## src/rtl/key_conditioner_pkg.sv

```systemverilog
// Shared definitions for the vending-machine key input stage: key indices, clock rate,
// the default debounce length and the per-key status record.
package key_conditioner_pkg;

    localparam int KEY_COIN  = 0;
    localparam int KEY_BUY   = 1;
    localparam int KEY_SPARE = 2;

    localparam int CLK_HZ                  = 50_000_000;
    localparam int DEBOUNCE_MS             = 1;
    localparam int DEBOUNCE_CYCLES_DEFAULT = (CLK_HZ / 1000) * DEBOUNCE_MS;
    localparam int N_KEYS_DEFAULT          = 3;

    typedef struct packed {
        logic pressed;
        logic press_valid;
        logic overrun;
    } key_status_t;

endpackage

```

## src/rtl/key_debounce_channel.sv

```systemverilog
// One button: 2-flop sync, debounce counter, stable level and press event with overrun flag.
// Press visible DEBOUNCE_CYCLES+1 edges after first low sample; event held until press_ack.
module key_debounce_channel
    import key_conditioner_pkg::*;
#(
    parameter int DEBOUNCE_CYCLES = DEBOUNCE_CYCLES_DEFAULT,
    parameter int CNT_W           = 16
) (
    input  logic        clock,
    input  logic        reset_n,
    input  logic        key_n,
    input  logic        press_ack,
    output key_status_t status
);

    localparam logic [CNT_W-1:0] CNT_MAX = CNT_W'(DEBOUNCE_CYCLES - 1);

    logic             sync_meta;
    logic             sync_out;
    logic             stable;
    logic [CNT_W-1:0] cnt;
    logic             pend;
    logic             ovr;
    logic             differs;
    logic             accept;
    logic             press_evt;

    assign differs   = (sync_out != stable);
    assign accept    = differs && (cnt == CNT_MAX);
    // Only the released-to-held transition is an event; releases just move the level.
    assign press_evt = accept && !sync_out;

    always_ff @(posedge clock) begin
        if (!reset_n) begin
            sync_meta <= 1'b1;
            sync_out  <= 1'b1;
            stable    <= 1'b1;
            cnt       <= '0;
            pend      <= 1'b0;
            ovr       <= 1'b0;
        end else begin
            sync_meta <= key_n;
            sync_out  <= sync_meta;

            if (!differs) begin
                cnt <= '0;
            end else if (accept) begin
                stable <= sync_out;
                cnt    <= '0;
            end else begin
                cnt <= cnt + 1'b1;
            end

            // A press landing on an unconsumed event is dropped and remembered.
            if (press_evt) begin
                pend <= 1'b1;
                if (pend && !press_ack) begin
                    ovr <= 1'b1;
                end
            end else if (press_ack) begin
                pend <= 1'b0;
            end
        end
    end

    assign status.pressed     = ~stable;
    assign status.press_valid = pend;
    assign status.overrun     = ovr;

endmodule

```

## src/rtl/key_conditioner.sv

```systemverilog
// Conditions N_KEYS raw active-low buttons into debounced levels and one-shot press events.
// Latency DEBOUNCE_CYCLES+1 edges per accepted level; each event held until its press_ack bit.
module key_conditioner
    import key_conditioner_pkg::*;
#(
    parameter int N_KEYS          = N_KEYS_DEFAULT,
    parameter int DEBOUNCE_CYCLES = DEBOUNCE_CYCLES_DEFAULT,
    parameter int CNT_W           = 16
) (
    input  logic              clock,
    input  logic              reset_n,
    input  logic [N_KEYS-1:0] key_n,
    output logic [N_KEYS-1:0] press_valid,
    input  logic [N_KEYS-1:0] press_ack,
    output logic [N_KEYS-1:0] pressed,
    output logic [N_KEYS-1:0] overrun
);

    for (genvar i = 0; i < N_KEYS; i++) begin : g_key
        key_status_t st;

        key_debounce_channel #(
            .DEBOUNCE_CYCLES (DEBOUNCE_CYCLES),
            .CNT_W           (CNT_W)
        ) u_chan (
            .clock     (clock),
            .reset_n   (reset_n),
            .key_n     (key_n[i]),
            .press_ack (press_ack[i]),
            .status    (st)
        );

        assign pressed[i]     = st.pressed;
        assign press_valid[i] = st.press_valid;
        assign overrun[i]     = st.overrun;
    end

endmodule

```

## config.mk

```make
export PLATFORM = sky130hd
export DESIGN_NAME = key_conditioner
export DESIGN_NICKNAME = d
export VERILOG_FILES = /design/src/rtl/key_conditioner_pkg.sv /design/src/rtl/key_debounce_channel.sv /design/src/rtl/key_conditioner.sv
export SDC_FILE = /design/constraint.sdc
export NUM_CORES = 1
export LEC_CHECK = 0
export CAP_MARGIN = 15
export CORE_ASPECT_RATIO = 0.7
export CORE_MARGIN = 2
export CORE_UTILIZATION = 59
export DETAILED_ROUTE_END_ITERATION = 12
export GPL_TIMING_DRIVEN = 0
export PLACE_DENSITY = 0.79
export SLEW_MARGIN = 10
export SYNTH_ARGS = -nofsm -noshare
export SYNTH_HDL_FRONTEND = slang
export SYNTH_HIERARCHICAL = 1
export SYNTH_SLANG_ARGS = --single-unit
```

## constraint.sdc

```tcl
create_clock -name clock -period 1.7 [get_ports clock]
set_input_delay 0.34 -clock clock [delete_from_list [all_inputs] [get_ports clock]]
set_output_delay 0.34 -clock clock [all_outputs]
set_load 0.01 [all_outputs]
```

# Yosys cells after proc, flatten, opt, wreduce, memory -nomap -nowiden
# Cells that the tools add are included.
[op_classes]
n_reduce_logical = 27
bitwise_logic = 7
add_sub_neg = 3
n_lt_le_gt_ge = 0
eq_ne = 6
div_mod_pow = 0
n_mux = 6
n_mul = 0
n_shift = 0
[ops]
columns = ["cell", "n"]
rows = [
  ["$add 16x1->16 const B", 3],
  ["$eq 16x16->1 const B", 3],
  ["$reduce_and 2->1", 6],
  ["$logic_and 1x1->1", 9],
  ["$reduce_or 3->1", 3],
  ["$not 1->1", 7],
  ["$logic_not 1->1", 6],
  ["$mux 1", 6],
  ["$reduce_bool 2->1", 3],
  ["$ne 1x1->1", 3],
]
[word_totals]
latchBits = 0
rom_bits = 0
n_memories = 0
regBits = 63
ram_bits = 0

# Logic depth before layout (Yosys ltp)
[logic_depth]
ltp_word = 4
depth_mapped = 5

# Modules after synthesis
# The synthesis kept the hierarchy.
[by_module_without_submodules]
columns = ["mod", "cells_per_inst", "area_each_um2", "instances"]
rows = [
  ["key_debounce_channel", 104, 1024.7, 3],
]

# Worst setup path after synthesis
# Ideal clock, no wire load.
[synth_timing]
kind = "register to register"
startpoint = "reg g_key[0].u_chan.cnt[0]"
endpoint = "reg g_key[0].u_chan.cnt[14]"
path_slack_ns = 0.321
required_ns = 1.585
arrival_ns = 1.265
stages_incl_launch_ff = 6
cell_sequence = "dfxtp_1 -> ha_1 -> nand3_4 -> nor4_4 -> xnor2_1 -> nor2_1"
[synth_between]
elab_chain_len = 3
elab_cells_between_ends = 4
classes_between = "add/sub: 1; eq/ne: 1; reduce/logical: 2"
[synth_lines]
columns = ["item", "line", "text"]
rows = [
  ["start: declaration", "key_debounce_channel.sv:21", "logic [CNT_W-1:0] cnt;"],
  ["start signal: assignment", "key_debounce_channel.sv:51", "cnt <= cnt + 1'b1;"],
  ["parallel branches: the longest is 3 deep, another holds $add 16x1->16", "--", ""],
]
# Parallel ways; which one is timed is not known.
# A chain may end at the register's enable or synchronous reset.

# Worst setup path in the final report
[layout_timing]
startpoint = "reg g_key[1].u_chan.ovr"
endpoint = "out overrun[1]"
[layout_rtl]
columns = ["item", "line", "text"]
rows = [
  ["start: declaration", "key_debounce_channel.sv:23", "logic ovr;"],
  ["start signal: assignment", "key_debounce_channel.sv:40", "ovr <= 1'b0;"],
  ["start signal: assignment", "key_debounce_channel.sv:58", "ovr <= 1'b1;"],
  ["end: declaration", "key_conditioner.sv:16", "output logic [N_KEYS-1:0] overrun"],
]
# No word-level cell between the ends.

==> impl_metrics.json <==
{
  "avgSynthCellArea_um2": 9.85,
  "rsz0062_at_grt": "false",
  "gp_congestion": 0.788,
  "antenna_left": 0,
  "critPathMaxFanout": 2,
  "route.detailed.drc": 0,
  "num_vias": 2119,
  "cellPowerDensity_mw_per_mm2": 795,
  "drv_slew": 0,
  "timing.fmax_mhz": 615,
  "grt.overflow.total": 0,
  "regToRegStartpoint": "g_key[0].u_chan/cnt[13]$_SDFF_PP0_",
  "yosys.cell_types.count": 29,
  "port_buffers": 15,
  "synthFlopType": "dfxtp_1",
  "antenna_found_initial": 0,
  "die_h_um": 64.4,
  "cts_max_level": 3,
  "switchingPower_uw": 571,
  "postPlaceCellArea_mm2": 0.00331,
  "clockPowerShare_pct": 44.7,
  "finalHoldViolations": 0,
  "multiInputGateArea_mm2": 0.00167,
  "fin_tns_setup_ns": 0,
  "yosys.area.top_type": "dfxtp_1",
  "dp_slack_ns": 0.122,
  "status": "complete, no violations",
  "viasPerCell": 5.14,
  "end_kind": "output pin",
  "crit_path_start_kind": "register",
  "syn-num-nets": 323,
  "synth.top_cell.area_share_pct": 41.0,
  "worstPathArrival_ns": 1.28,
  "dpl.hpwl_mm": 3.68,
  "critical_path.startpoint": "g_key[1].u_chan/ovr$_SDFFE_PN0P_",
  "dieWidth_um": 90.3,
  "cts_tree": "yes",
  "die_area_mm2": 0.00581,
  "wire_per_inst_um": 12.6,
  "hp-class": "input pin to register",
  "fin_total_pwr_mw": 2.79,
  "cts_inserted_buffers": 9,
  "num_rows": 21,
  "clk_latency_ns": 0.34,
  "drt_wl_total_mm": 5.19,
  "diodes": 0,
  "postSynth.asyncResetShare_pct": 0,
  "initial_core_util_pct": 62.9,
  "synth_area_leaders": "dfxtp_1 41%, xnor2_1 10%, nor4_4 8.3%",
  "fin_crit_ns": 1.62,
  "hold_ws_ns": 0.325,
  "regArea_mm2": 0.00126,
  "fin_nets": 349,
  "cts_root_buf": "clkbuf_8",
  "cts_sinks": 63,
  "fin_ws_ns": 0.0753,
  "power.share.combinational_pct": 1.9,
  "syn_inst": 312,
  "yosysMostFrequentCell": "dfxtp_1",
  "ir_drop_mv": 0.516,
  "clk_pin_slew_ns": 0.07,
  "clk_path_buf_depth": 2,
  "setup_viol": 0,
  "syn2layout_area_growth_pct": 14.3,
  "netlist_area_mm2": 0.00307,
  "p_leak_nw": 1.42,
  "final.period_utilization_pct": 95.6,
  "yosysSeqAreaShare_pct": 41.0,
  "grt_max_degree": 11,
  "max_slew_margin_pct": 75.0,
  "ys_seq_elements": 63,
  "grt_util_all_layers_pct": 21.0,
  "postCtsSetupBuffers": 0,
  "crit_type": "register to output pin",
  "drive_gt1_share_pct": 18.1,
  "internal_power_mw": 2.22,
  "first_pass_iters": 4,
  "stdcell_area_mm2": 0.00351,
  "p_seq_share_pct": 53.4,
  "hp-start": "reset_n",
  "grt_pass1_vias": 2186,
  "cp.required_ns": 1.36,
  "synth_common_cells": "63 x dfxtp_1, 45 x nor2_1, 36 x xnor2_1",
  "drtIter0Drc": 64,
  "core_mm2": 0.00489,
  "pin_count": 17,
  "grt_first_pass_wirelength_mm": 9.61,
  "tightestPinTransition_ns": 0.376,
  "synth_warnings": 6,
  "synth_edf_count": 0,
  "fin_skew_ns": 0.00601,
  "n_fill_cell": 388,
  "netSwitchingFraction_pct": 20.5,
  "maxCapViolations": 0
}
layer usage:
| layer | share of wire [%] | up-vias | GRT usage, % |
|---|---|---|---|
| met1 | 51 | 974 | 26.0 |
| met2 | 44 | 35 | 33.1 |
| met3 | 4.8 | 5 | 8.84 |
| met5 | 0 | - | 0 |
| met4 | 0.81 | 0 | 7.50 |
| li1 | - | 1105 | - |
state kept, by name (all words and copies together), names as in the netlist:
register and flops:
g_key.u_chan/sync_out 3, g_key.u_chan/ovr 3, g_key.u_chan/stable 3, g_key.u_chan/cnt 48
g_key.u_chan/sync_meta 3, g_key.u_chan/pend 3
placed cells by master, fill, tap and decap left out, types with 10 or more instances in the layout:
| master | count |
|---|---|
| nor3_1 | 15 |
| nand3_1 | 15 |
| clkdlybuf4s50_1 | 10 |
| nand2_1 | 15 |
| nor2_1 | 45 |
| dfxtp_1 | 63 |
| clkbuf_8 | 10 |
| nor4_4 | 12 |
| inv_1 | 15 |
| xnor2_1 | 36 |
critical path, stage by stage, from the launching register on:
cell and delay [ns]:
dfxtp_1 0.33, buf_4 0.10, clkdlybuf4s50_1 0.52
stage by stage:
step | std cells | utilization, %
6_report | 412 | 71.9
5_1_grt | 412 | 71.9
3_5_place_dp | 396 | 67.7
4_1_cts | 412 | 71.6
2_1_floorplan | 312 | -
3_3_place_gp | 396 | 67.7
final timing paths:
check,end,slack [ns],cells after the start
worst min register to register,g_key[2].u_chan/sync_out$_SDFF_PN1_,0.41,1
worst max-delay path,overrun[1],0.08,2
worst min-delay path,g_key[1].u_chan/sync_out$_SDFF_PN1_,0.32,2
worst max register to register,g_key[0].u_chan/cnt[3]$_SDFF_PP0_,0.08,5
cell type report:
type	count	area share, %
repair buffers	15	4.63
multi-input cells	222	47.4
inverters	15	1.60
plain buffers	12	2.56
flip-flops and latches	63	35.9
clock buffers	12	4.13
well taps	69	2.46
clock inverters	4	1.28
power groups by stage:
stage / registers (mW) / clock network, mW / logic [mW]
after global routing: 1.49 / 1.35 / 0.0604
after global placement: 1.52 / 0 / 0.0518
after CTS: 1.49 / 1.29 / 0.0533
after detailed placement: 1.52 / 0 / 0.0530
final: 1.49 / 1.25 / 0.0532
after floorplan: 1.52 / 0 / 0.0320
kinds of logic (layout without fill, tap and decap cells):
group / Yosys count / after routing / share of synthesized area (%)
AND/OR/NAND/NOR: 162 / 162 / 37.7
flip-flops: 63 / 63 / 41.0
adder cells (fa/ha/maj): 3 / 3 / 1.22
XOR/XNOR: 45 / 45 / 12.8
AO/OA/AOI/OAI: 12 / 12 / 2.44
buffers and inverters: 27 / 58 / 4.76
repair_timing:
item,in CTS,in global routing
endpoints found under the setup margin,0,5
resized for setup,0,5
hold endpoints to repair,0,0
hold buffers,0,0
Power figures use the tool's default switching activity.
